[src/rtl/sevenseg_pkg.sv]
// sevenseg_pkg: shared types and constants for the seven-segment scan controller
package sevenseg_pkg;
    localparam int DIG_W = 7;
    typedef enum logic {BLANK, DRIVE} scan_state_t;
    typedef logic [DIG_W-1:0] seg_code_t;
endpackage

[src/rtl/sevenseg_scan_ctl_timer.sv]
// scan_timer: self-reloading down-counter with terminal-count flag, shared by guard and drive intervals
module scan_timer #(
    parameter int W = 1,
    parameter logic [W-1:0] RST_VAL = '0
) (
    input  logic         clk,
    input  logic         rst_n,
    input  logic [W-1:0] load_val,
    output logic         tc
);
    logic [W-1:0] cnt_q, cnt_d;
    // reload with the next interval length on terminal count, otherwise count down
    always_comb begin
        tc    = cnt_q == '0;
        cnt_d = tc ? load_val : cnt_q - W'(1);
    end
    // counter register
    always_ff @(posedge clk or negedge rst_n) begin
        if (!rst_n) cnt_q <= RST_VAL;
        else        cnt_q <= cnt_d;
    end
endmodule

[src/rtl/sevenseg_scan_ctl.sv]
// sevenseg_scan_ctl: multiplexed seven-segment scan with guard blanking and frame-synchronous updates; SEVENSEG_DIM_EN adds PWM dimming
module sevenseg_scan_ctl
    import sevenseg_pkg::*;
#(
    parameter int NDIG  = 8,
    parameter int DIV   = 100000,
    parameter int GUARD = 1000
) (
    input  logic                  clk,
    input  logic                  rst_n,
    input  logic [NDIG*DIG_W-1:0] digits,
    input  logic [NDIG-1:0]       dig_en,
    input  logic                  load,
`ifdef SEVENSEG_DIM_EN
    input  logic [3:0]            bright,
`endif
    output logic [DIG_W-1:0]      d_out,
    output logic [NDIG-1:0]       an_n,
    output logic                  frame_done,
    output logic                  pending
);
    localparam int MAXC = DIV > GUARD ? DIV : GUARD;
    localparam int CW   = MAXC > 1 ? $clog2(MAXC) : 1;
    localparam int IW   = $clog2(NDIG);
    localparam logic [CW-1:0] GUARD_LD = CW'(GUARD - 1);
    localparam logic [CW-1:0] DIV_LD   = CW'(DIV - 1);
    localparam logic [IW-1:0] LAST     = IW'(NDIG - 1);

    scan_state_t           state_q, state_d;
    logic [IW-1:0]         idx_q, idx_d;
    logic                  frame_done_q, frame_done_d;
    logic                  pending_q, pending_d;
    logic [DIG_W-1:0]      d_out_q, d_out_d;
    logic [NDIG-1:0]       an_n_q, an_n_d;
    seg_code_t [NDIG-1:0]  shadow_q, shadow_d;
    seg_code_t [NDIG-1:0]  staging_q, staging_d;
    logic [CW-1:0]         cnt_ld;
    logic                  tc, on, swap;

    scan_timer #(.W(CW), .RST_VAL(GUARD_LD)) u_timer (
        .clk      (clk),
        .rst_n    (rst_n),
        .load_val (cnt_ld),
        .tc       (tc)
    );

`ifdef SEVENSEG_DIM_EN
    logic [3:0] pwm_q;
    // free-running duty counter; the anode is lit while it is at or below the brightness level
    always_ff @(posedge clk or negedge rst_n) begin
        if (!rst_n) pwm_q <= '0;
        else        pwm_q <= pwm_q + 4'd1;
    end
    assign on = pwm_q <= bright;
`else
    assign on = 1'b1;
`endif

    // next-state logic: slot sequencing, frame-boundary swap of staged data, anode and code selection
    always_comb begin
        cnt_ld       = state_q == BLANK ? DIV_LD : GUARD_LD;
        state_d      = tc ? (state_q == BLANK ? DRIVE : BLANK) : state_q;
        idx_d        = (state_q == DRIVE && tc) ? (idx_q == LAST ? '0 : idx_q + 1'b1) : idx_q;
        frame_done_d = state_q == DRIVE && tc && idx_q == LAST;
        swap         = frame_done_q && pending_q;
        pending_d    = load || (pending_q && !frame_done_q);
        staging_d    = load ? digits : staging_q;
        shadow_d     = swap ? staging_q : shadow_q;
        d_out_d      = swap ? staging_q[0] : shadow_q[idx_q];
        for (int i = 0; i < NDIG; i++)
            an_n_d[i] = !(state_q == DRIVE && idx_q == IW'(i) && dig_en[i] && on);
    end

    // state and registered outputs
    always_ff @(posedge clk or negedge rst_n) begin
        if (!rst_n) begin
            state_q      <= BLANK;
            idx_q        <= '0;
            frame_done_q <= 1'b0;
            pending_q    <= 1'b0;
            d_out_q      <= '0;
            an_n_q       <= '1;
            shadow_q     <= '0;
            staging_q    <= '0;
        end else begin
            state_q      <= state_d;
            idx_q        <= idx_d;
            frame_done_q <= frame_done_d;
            pending_q    <= pending_d;
            d_out_q      <= d_out_d;
            an_n_q       <= an_n_d;
            shadow_q     <= shadow_d;
            staging_q    <= staging_d;
        end
    end

    assign d_out      = d_out_q;
    assign an_n       = an_n_q;
    assign frame_done = frame_done_q;
    assign pending    = pending_q;
endmodule

[config.mk]
export PLATFORM = sky130hd
export DESIGN_NAME = sevenseg_scan_ctl
export DESIGN_NICKNAME = d
export VERILOG_FILES = /design/src/rtl/sevenseg_pkg.sv /design/src/rtl/sevenseg_scan_ctl_timer.sv /design/src/rtl/sevenseg_scan_ctl.sv
export SDC_FILE = /design/constraint.sdc
export NUM_CORES = 1
export LEC_CHECK = 0
export CAP_MARGIN = 20
export CORE_MARGIN = 4
export CORE_UTILIZATION = 38
export DETAILED_ROUTE_END_ITERATION = 10
export SLEW_MARGIN = 5
export SYNTH_ARGS = -nofsm -noshare
export SYNTH_HDL_FRONTEND = slang
export SYNTH_SLANG_ARGS = --single-unit
[constraint.sdc]
create_clock -name clk -period 3.7 [get_ports clk]
set_input_delay 0.74 -clock clk [delete_from_list [all_inputs] [get_ports clk]]
set_output_delay 0.74 -clock clk [all_outputs]
set_load 0.02 [all_outputs]
* Yosys cells after proc, flatten, opt, wreduce, memory -nomap -nowiden *
Cells that the tools add are included.

operators by class
  add/subtract/negate cells = 2
  equality and inequality tests = 7
  bitwise logic cells = 0
  reductions and logical operators = 32
  $lt $le $gt $ge = 1
  multiplexer cells = 7
  div/mod/pow operators = 0
  shift-type cells = 0
  multiply operators = 0

operator list
  cell                   number
  $mux 17                2
  $bmux 7 s3             1
  $logic_and 1x1->1      20
  $logic_not 17->1       1
  $sub 17x1->17 const B  1
  $mux 7                 2
  $eq 3x3->1 const B     4
  $logic_not 1->1        9
  $eq 3x2->1 const B     2
  $lt 3x4->1 const B     1
  $add 3x1->3 const B    1
  $eq 3x1->1 const B     1
  $logic_not 3->1        1
  $mux 3                 1
  $logic_or 1x1->1       1
  $mux 1                 1

word-level totals
  flip-flop bits (word level) = 150
  output and inout bits = 17
  input bits = 67
  RAM bits = 0
  memories = 0
  bits in read-only memories = 0
  bits in latches = 0
  logic and storage cells = 72

* Logic depth before layout (Yosys ltp) *
Gate-level depths: netlist of the first run.

  word-level depth = 4
  mapped depth = 7
  gate-level depth less buffers = 6

* Cells and area by module *
Synthesis of the first run repeated with hierarchy kept, for this count alone.

second synthesis, totals
  cells, all modules = 557
  area total of the unflattened synthesis = 6,572.6 sq um

by module, submodules not included
  module             area each (sq um)  sequential area each (sq um)  cells each  instances
  sevenseg_scan_ctl  5,534.1            3,338.2                       467         1
  scan_timer         1,038.5            435.4                         90          1

* Worst setup path before layout of the first run *
No wires, ideal clock.

  path type = register to register
  from = register u_timer.cnt_q[3]
  to = register idx_q[1]
  cell stages (with the launch flop) = 6
  period minus slack after synthesis = 2.262 ns
  data required time = 3.575 ns
  library setup time = 0.125 ns
  path slack = 1.438 ns
  arrival time = 2.137 ns
  buffers on the path = 1
  path through = dfrtp_1 > or4_4 > or4_4 > buf_6 > nor3_4 > mux2_4

on the way
  longest elaborated chain between the ends = 2

RTL lines
  item                      RTL line                       text
  start: declaration        sevenseg_scan_ctl_timer.sv:11  logic [W-1:0] cnt_q, cnt_d;
  start signal: assignment  sevenseg_scan_ctl_timer.sv:20  else cnt_q <= cnt_d;
  $logic_not 17->1          sevenseg_scan_ctl_timer.sv:14  tc = cnt_q == '0;
  $logic_and 1x1->1         sevenseg_scan_ctl.sv:63        idx_d = (state_q == DRIVE && tc) ? (idx_q == LAST ? '0 : idx_q + 1'b1) : idx_q;
  end signal: assignment    sevenseg_scan_ctl.sv:87        idx_q <= idx_d;
  end: declaration          sevenseg_scan_ctl.sv:30        logic [IW-1:0] idx_q, idx_d;

Every way passes these cells.
A chain may end at the register's enable or synchronous reset.

* Final worst setup path of the first run *
Ends and elaborated chain as after synthesis.

==> run_results.csv, run 1 <==
group,metric,value,unit
job,drv.max_cap_violation_count,0,
placed_design,post-dp-hpwl,9180,um
clock_network,clock_tree_from_tritoncts,"built",
synth,yosysWarnings,0,
sta,final-max-slew-violation-count,0,
clock_network,clock_path_buffers,2,
floorplan,die-width,136,um
synth,syn_avg_cell_area,11.6,sq um
final_layout,diodes,0,
placed_design,io_buffer_count,83,
synth,ys_ff_latch,150,
drt,detailedRoute.firstIterationViolations,256,
critical_path,cpMaxStageDelayCell,"or4_4",
drt,drt-pass1-iter-count,4,
critical_path,startpoint_type,"flip-flop",
synth,synthFlopType,"dfrtp_1",
clock_network,cts_hold_buf,0,
clock_network,cts_root_buffer,"clkbuf_16",
critical_path,arrival,2.60,ns
critical_path,cp_top_family,"simple AND/OR/NAND/NOR gates",
floorplan,die-area,0.0186,sq mm
synth,synth_top_cell_by_area,"dfrtp_1",
sta,period_share,62.4,%
clock_network,cts_setup_buffers,0,
global_routing,grt_overflow_total,0,
critical_path,max_stage_delay,0.57,ns
clock_network,numCtsBuffers,17,
drt,detailroute.via_count,4102,
worst_hold_path,hold_class,"in -> async",
floorplan,initial_utilization,39.1,%
critical_path,cpMostUsedCell,"or4_4",
drt,routed_wl,13400,um
placed_design,gpl.final_weighted_congestion,0.801,
critical_path,required,4.00,ns
synth,ys_seq_area_share,60.4,%
floorplan,die_height,136,um
sta,grt_setup_unrepaired,"no",
drt,detail-route-antenna-nets,0,
final_layout,finalNetCount,695,
critical_path,cp_num_buf_inv,0,
floorplan,rows,46,
clock_network,clk_pin_slew,0.06,ns
final_layout,syn_to_final_growth,26.9,%
sta,setup-tns-final,0,ns
power_and_ir_drop,power-per-cell-area,475,mW/mm^2
drt,dr_wl_cell,15.7,um
clock_network,clk_latency,0.41,ns
final_layout,final.fill_count,1446,
synth,synth-edff-count,0,
drt,drt-vias-per-instance,4.83,
critical_path,worstPathMaxFanout,8,
global_routing,first_global_vias,4420,
final_layout,post_route_cells_drive_above_1_share,21.0,%
sta,max_slew.worst_pin.slew,0.947,ns
clock_network,numClockSinks,150,
clock_network,post_cts_resize_count,0,
global_routing,grt_start_max_net_pins,71,
global_routing,antenna_violations_before_repair,0,
power_and_ir_drop,static-leakage-power,0.00362,uW
global_routing,wire_length_of_the_first_global_routing_pass,22500,um
critical_path,worstSetupEndpointType,"flip-flop",
status,status,"complete, no violations",
synth,postSynth.asyncResetShare,100,%
clock_network,htree_levels,4,
sta,period_minus_slack,2.31,ns
synth,yosys-top-cells-area,"dfrtp_1 (54%), nand2_1 (11%), mux2_2 (10%), dfstp_2 (6.7%), mux4_2 (5.0%)",
synth,synth.top_cell.area_share,53.6,%
critical_path,critical_path.cell_chain,"or4_4 -> or4_4 -> nor3_4 -> mux2_4",
sta,achievable-frequency,433,MHz
synth,synth_area,0.00625,sq mm
synth,syn_nets,614,
floorplan,fp.coreArea,0.0160,sq mm
power_and_ir_drop,vdd_ir_drop_max,0.322,mV
critical_path,crit_type,"reg -> reg",
floorplan,number_of_top_level_pins,84,
synth,synth.distinct_cells,37,
sta,worst_slack,1.39,ns
sta,timing.max_slew.rel_slack,36.9,%
sta,finalSetupViolations,0,
synth,postSynthCellCount,539,
sta,report.final.hold_viol_count,0,
drt,residual_drc_count,0,
placed_design,pre_cts_ws,1.39,ns
global_routing,global_route.usage.total,15.6,%
sta,fin_worst_skew,0.00893,ns
## cells by family after synthesis
kind of cell / synth area share, %
fa+ha+maj: 1.60
compound gates: 1.90
xor+xnor: 1.40
mux: 15.7
buf+inv: 2.20
flops: 60.4
simple gates: 16.8
## path summary, 6_finish.rpt
| kind | startpoint | endpoint | slack (ns) | cells past startpoint |
|---|---|---|---|---|
| setup / recovery | u_timer.cnt_q[3] | idx_q[1] | 1.39 | 4 |
| hold / removal | rst_n | u_timer.cnt_q[16] | 0.32 | 1 |
| setup reg to reg | u_timer.cnt_q[3] | idx_q[1] | 1.39 | 4 |
| hold reg to reg | staging_q[45] | shadow_q[45] | 0.47 | 2 |
| max in group asynchronous | rst_n | an_n[1] | 2.49 | 2 |
| min in group clk | staging_q[45] | shadow_q[45] | 0.47 | 2 |
## synthesized netlist by cell type (all sizes together) (5+ instances only)
cell type  count
dfrtp        134
nand3         23
nand2        186
xor2           5
inv            7
dfstp         16
clkbuf        21
or4            5
nor3           6
nor2           8
xnor2          5
mux2          57
nand4          5
buf            6
mux4          14
a21oi          7
ha             8
## metal layers
| layer | vias up | GRT usage, % | part of all wire (%) |
|---|---|---|---|
| met1 | 2031 | 21.0 | 46 |
| li1 | 1972 | - | - |
| met3 | 8 | 4.40 | 4.8 |
| met2 | 91 | 24.7 | 48 |
| met5 | - | 0 | 0 |
| met4 | 0 | 4.31 | 0.92 |
## sequential cells by signal, summed over array words and instances, names as in the netlist
register and count:
idx_q 3, d_out 7, state_q 1, pending 1, staging_q 56, an_n 8
frame_done 1, u_timer.cnt_q 17, shadow_q 56
## cell type report
class | count | area (sq um) | share of cell area [%]
Sequential cell | 150 | 3770 | 47.6
Multi-Input combinational cell | 355 | 2340 | 29.5
Timing Repair Buffer | 89 | 885 | 11.1
Clock buffer | 23 | 488 | 6.15
Tap cell | 216 | 270 | 3.41
Clock inverter | 9 | 148 | 1.86
Inverter | 7 | 26.3 | 0.331
## cell usage in the layout (no fill, tap or decap), types with 2 or more instances in the layout
cell             count
ha_1                 8
nor3_1               5
xnor2_1              5
clkbuf_16           17
a21oi_1              7
nand4_1              5
dfrtp_1            134
xor2_1               5
nand2_1            185
a21o_1               2
clkdlybuf4s50_1     81
clkbuf_8             4
inv_1                7
nor2_1               8
or4_4                2
o21ai_0              4
clkinv_2             4
dfstp_2             16
bufinv_16            4
or4_1                3
buf_4                5
or4b_2               2
mux2i_1              2
mux4_2              14
mux2_2              56
or3_1                2
clkbuf_1             2
nand3_1             23
o31ai_1              3
nor3b_1              2
## where the power goes
group	internal (uW)	total, uW	switching (uW)
registers	1700	1740	35.1
clock network	1200	1840	647
logic	119	188	68.6
total	3020	3770	751
## through the flow
| step | power (uW) | hold WS (ns) | util [%] | area, sq um | std cells |
|---|---|---|---|---|---|
| 3_3_place_gp | 1950 | 0.452 | 45.6 | 7300 | 817 |
| 3_5_place_dp | 1960 | 0.458 | 45.6 | 7300 | 817 |
| 6_report | 3770 | 0.322 | 49.6 | 7930 | 849 |
| 2_1_floorplan | 1830 | 0.435 | - | 6250 | 539 |
| 4_1_cts | 3810 | 0.353 | 49.6 | 7930 | 849 |
| 5_1_grt | 3920 | 0.367 | 49.6 | 7930 | 849 |
No activity file was read; power rests on OpenSTA's default activity.
==> run 2, diff against run 1 <==
- clock period: 3.7 -> 1.9 ns (I/O delays scaled with it)
==> run 2 against run 1 <==
The flow now finishes with violations (negative setup slack). Core utilization grew 3.0 points. Critical path depth up 1. First-iteration DRC count fell by 18%. Global-route usage up 0.75 points. Clock power rose by 84%. Setup slack lost 1.6 ns. Sequential power increased by 95%. Die area stayed put. Hold slack improved by 0.11 ns. Sequential share of layout area down 2.7 points. Combinational power is 100% higher. Critical endpoint is now u_timer.cnt_q[14].
==> run_results.csv, run 2 (synthesis results as in run 1) <==
group,metric,value,unit
drt,dr_wl_cell,15.9,um
sta,report.final.hold_viol_count,0,
global_routing,global_route.usage.total,16.3,%
floorplan,die-area,0.0186,sq mm
drt,drt-pass1-iter-count,5,
power_and_ir_drop,intPower,5680,uW
global_routing,first_global_vias,4635,
final_layout,diodes,0,
critical_path,worst-path-stages,5,
drt,residual_drc_count,0,
sta,worst_slack,-0.193,ns
power_and_ir_drop,p_clk_share,47.3,%
floorplan,initial_utilization,39.1,%
floorplan,die-width,136,um
floorplan,fp.coreArea,0.0160,sq mm
final_layout,largest_registers,"shadow_q: 56 flops, staging_q: 56 flops, u_timer.cnt_q: 17 flops",
floorplan,die_height,136,um
sta,fin_worst_skew,0.00803,ns
sta,fin_hold_ws,0.431,ns
job,drv.max_cap_violation_count,0,
status,status,"complete, but fails checks",
final_layout,final_common_cell,"nand2_1",
final_layout,post_route_cells_drive_above_1_share,28.7,%
global_routing,grt_start_max_net_pins,49,
critical_path,required,2.24,ns
global_routing,wire_length_of_the_first_global_routing_pass,23500,um
final_layout,finalNetCount,742,
sta,period_minus_slack,2.09,ns
critical_path,r2r_cells,5,
drt,detailroute.via_count,4295,
sta,finalSetupViolations,20,
clock_network,clock_tree_from_tritoncts,"built",
sta,max_slew.worst_pin.slew,0.516,ns
critical_path,cp_num_buf_inv,1,
sta,grt_setup_unrepaired,"yes",
power_and_ir_drop,vdd_ir_drop_max,0.599,mV
final_layout,syn_to_final_growth,34.7,%
critical_path,worstPathMaxFanout,4,
placed_design,post-dp-hpwl,10100,um
placed_design,gpl.final_weighted_congestion,0.827,
sta,timing.max_slew.rel_slack,65.6,%
clock_network,htree_levels,4,
critical_path,max_stage_delay,0.54,ns
critical_path,cp_top_family,"simple AND/OR/NAND/NOR gates",
drt,routed_wl,14300,um
clock_network,cts_root_buffer,"clkbuf_16",
drt,detailedRoute.firstIterationViolations,209,
power_and_ir_drop,power-per-cell-area,850,mW/mm^2
critical_path,critical_path.cell_chain,"or4_4 -> or4_4 -> buf_6 -> or3_1 -> a21boi_1",
critical_path,cpMaxStageDelayCell,"or4_4",
placed_design,detailed_place.area,0.00769,sq mm
power_and_ir_drop,share_comb_of_total_power,5.4,%
worst_hold_path,hold_class,"in -> reg",
power_and_ir_drop,sequentialPowerShare,47.4,%
sta,final-max-slew-violation-count,0,
critical_path,r2r_setup_slk,-0.19,ns
sta,achievable-frequency,478,MHz
clock_network,clock_path_buffers,2,
critical_path,startpoint_type,"flip-flop",
drt,detail-route-antenna-nets,0,
clock_network,numClockSinks,150,
worst_hold_path,hold-path-cell-count,2,
clock_network,clk_latency,0.42,ns
critical_path,worstSetupEndpointType,"flip-flop",
final_layout,final_cell_area,0.00842,sq mm
floorplan,number_of_top_level_pins,84,
critical_path,arrival,2.43,ns
global_routing,antenna_violations_before_repair,0,
power_and_ir_drop,switching_portion_of_total_power,20.6,%
floorplan,rows,46,
power_and_ir_drop,total_switching_power,1480,uW
power_and_ir_drop,static-leakage-power,0.00387,uW
critical_path,cpMostUsedCell,"or4_4",
status,violations,"negative setup slack",
clock_network,numCtsBuffers,17,
clock_network,clk_pin_slew,0.06,ns
placed_design,io_buffer_count,83,
final_layout,most-common-layout-cells,"nand2_1 (181), dfrtp_1 (134), clkdlybuf4s50_1 (71)",
global_routing,grt_overflow_total,0,
drt,drt-vias-per-instance,4.79,
sta,setup-tns-final,-2.20,ns
sta,period_share,110,%
critical_path,crit_type,"reg -> reg",
==> run 2: changes by cell type in the layout (fill, tap and decap cells not counted), moves of 4 or more <==
cell	before	now
buf_12	1	6
buf_4	5	40
buf_6	1	7
clkdlybuf4s50_1	81	71
clkinv_2	4	0
dlygate4sd2_1	0	8
nand2_1	185	181
nand2_2	1	5
==> run 2: timing repair <==
item / CTS / global route
hold buffers: 1 / 0
buffers inserted: 5 / 0
gates cloned: 0 / 0
pin swaps: 5 / 3
gates resized for setup: 25 / 7
hold endpoints to repair: 28 / 0
setup endpoints to repair: 30 / 24
==> run 2: power groups by stage <==
stage               Combinational, uW  Clock [uW]  Sequential (uW)
floorplan                         145           0             3420
global placement                  383           0             3440
CTS                               395        3470             3390
finish                            383        3380             3390
detailed placement                392           0             3440
global route                      422        3610             3400
==> run 2: final cells by class <==
type                    instances  area, sq um
clock buffers                  26          509
clock inverters                 6         91.3
fillers                      1407         7580
inverters                       7         26.3
multi-input cells             355         2430
flip-flops and latches        150         3770
well taps                     216          270
repair buffers                136         1320
==> run 2: per-layer routing <==
layer  vias to the layer above  global-route usage [%]  part of all wire (%)
met4                         0                    4.59                   1.2
met5                         -                       0                     0
met1                      2134                    21.9                    45
li1                       2061                       -                     -
met2                        86                    26.3                    49
met3                        14                    4.37                   4.3
==> run 2: path summary, 6_finish.rpt <==
path,from,end
worst max-delay path,u_timer.cnt_q[5],u_timer.cnt_q[14]
worst min-delay path,load,pending
worst max register to register,u_timer.cnt_q[5],u_timer.cnt_q[14]
worst min register to register,staging_q[26],shadow_q[26]
max in group asynchronous,rst_n,staging_q[47]
min in group asynchronous,rst_n,u_timer.cnt_q[11]
==> run 2: per-stage QoR <==
| stage | utilization [%] | setup WS (ns) | instances | total power (uW) |
|---|---|---|---|---|
| CTS | 52.4 | -0.189 | 896 | 7250 |
| global placement | 48.1 | -0.196 | 858 | 3820 |
| finish | 52.6 | -0.193 | 896 | 7150 |
| floorplan | - | -0.264 | 539 | 3560 |
| global route | 52.6 | -0.249 | 896 | 7430 |
| detailed placement | 48.1 | -0.250 | 858 | 3840 |
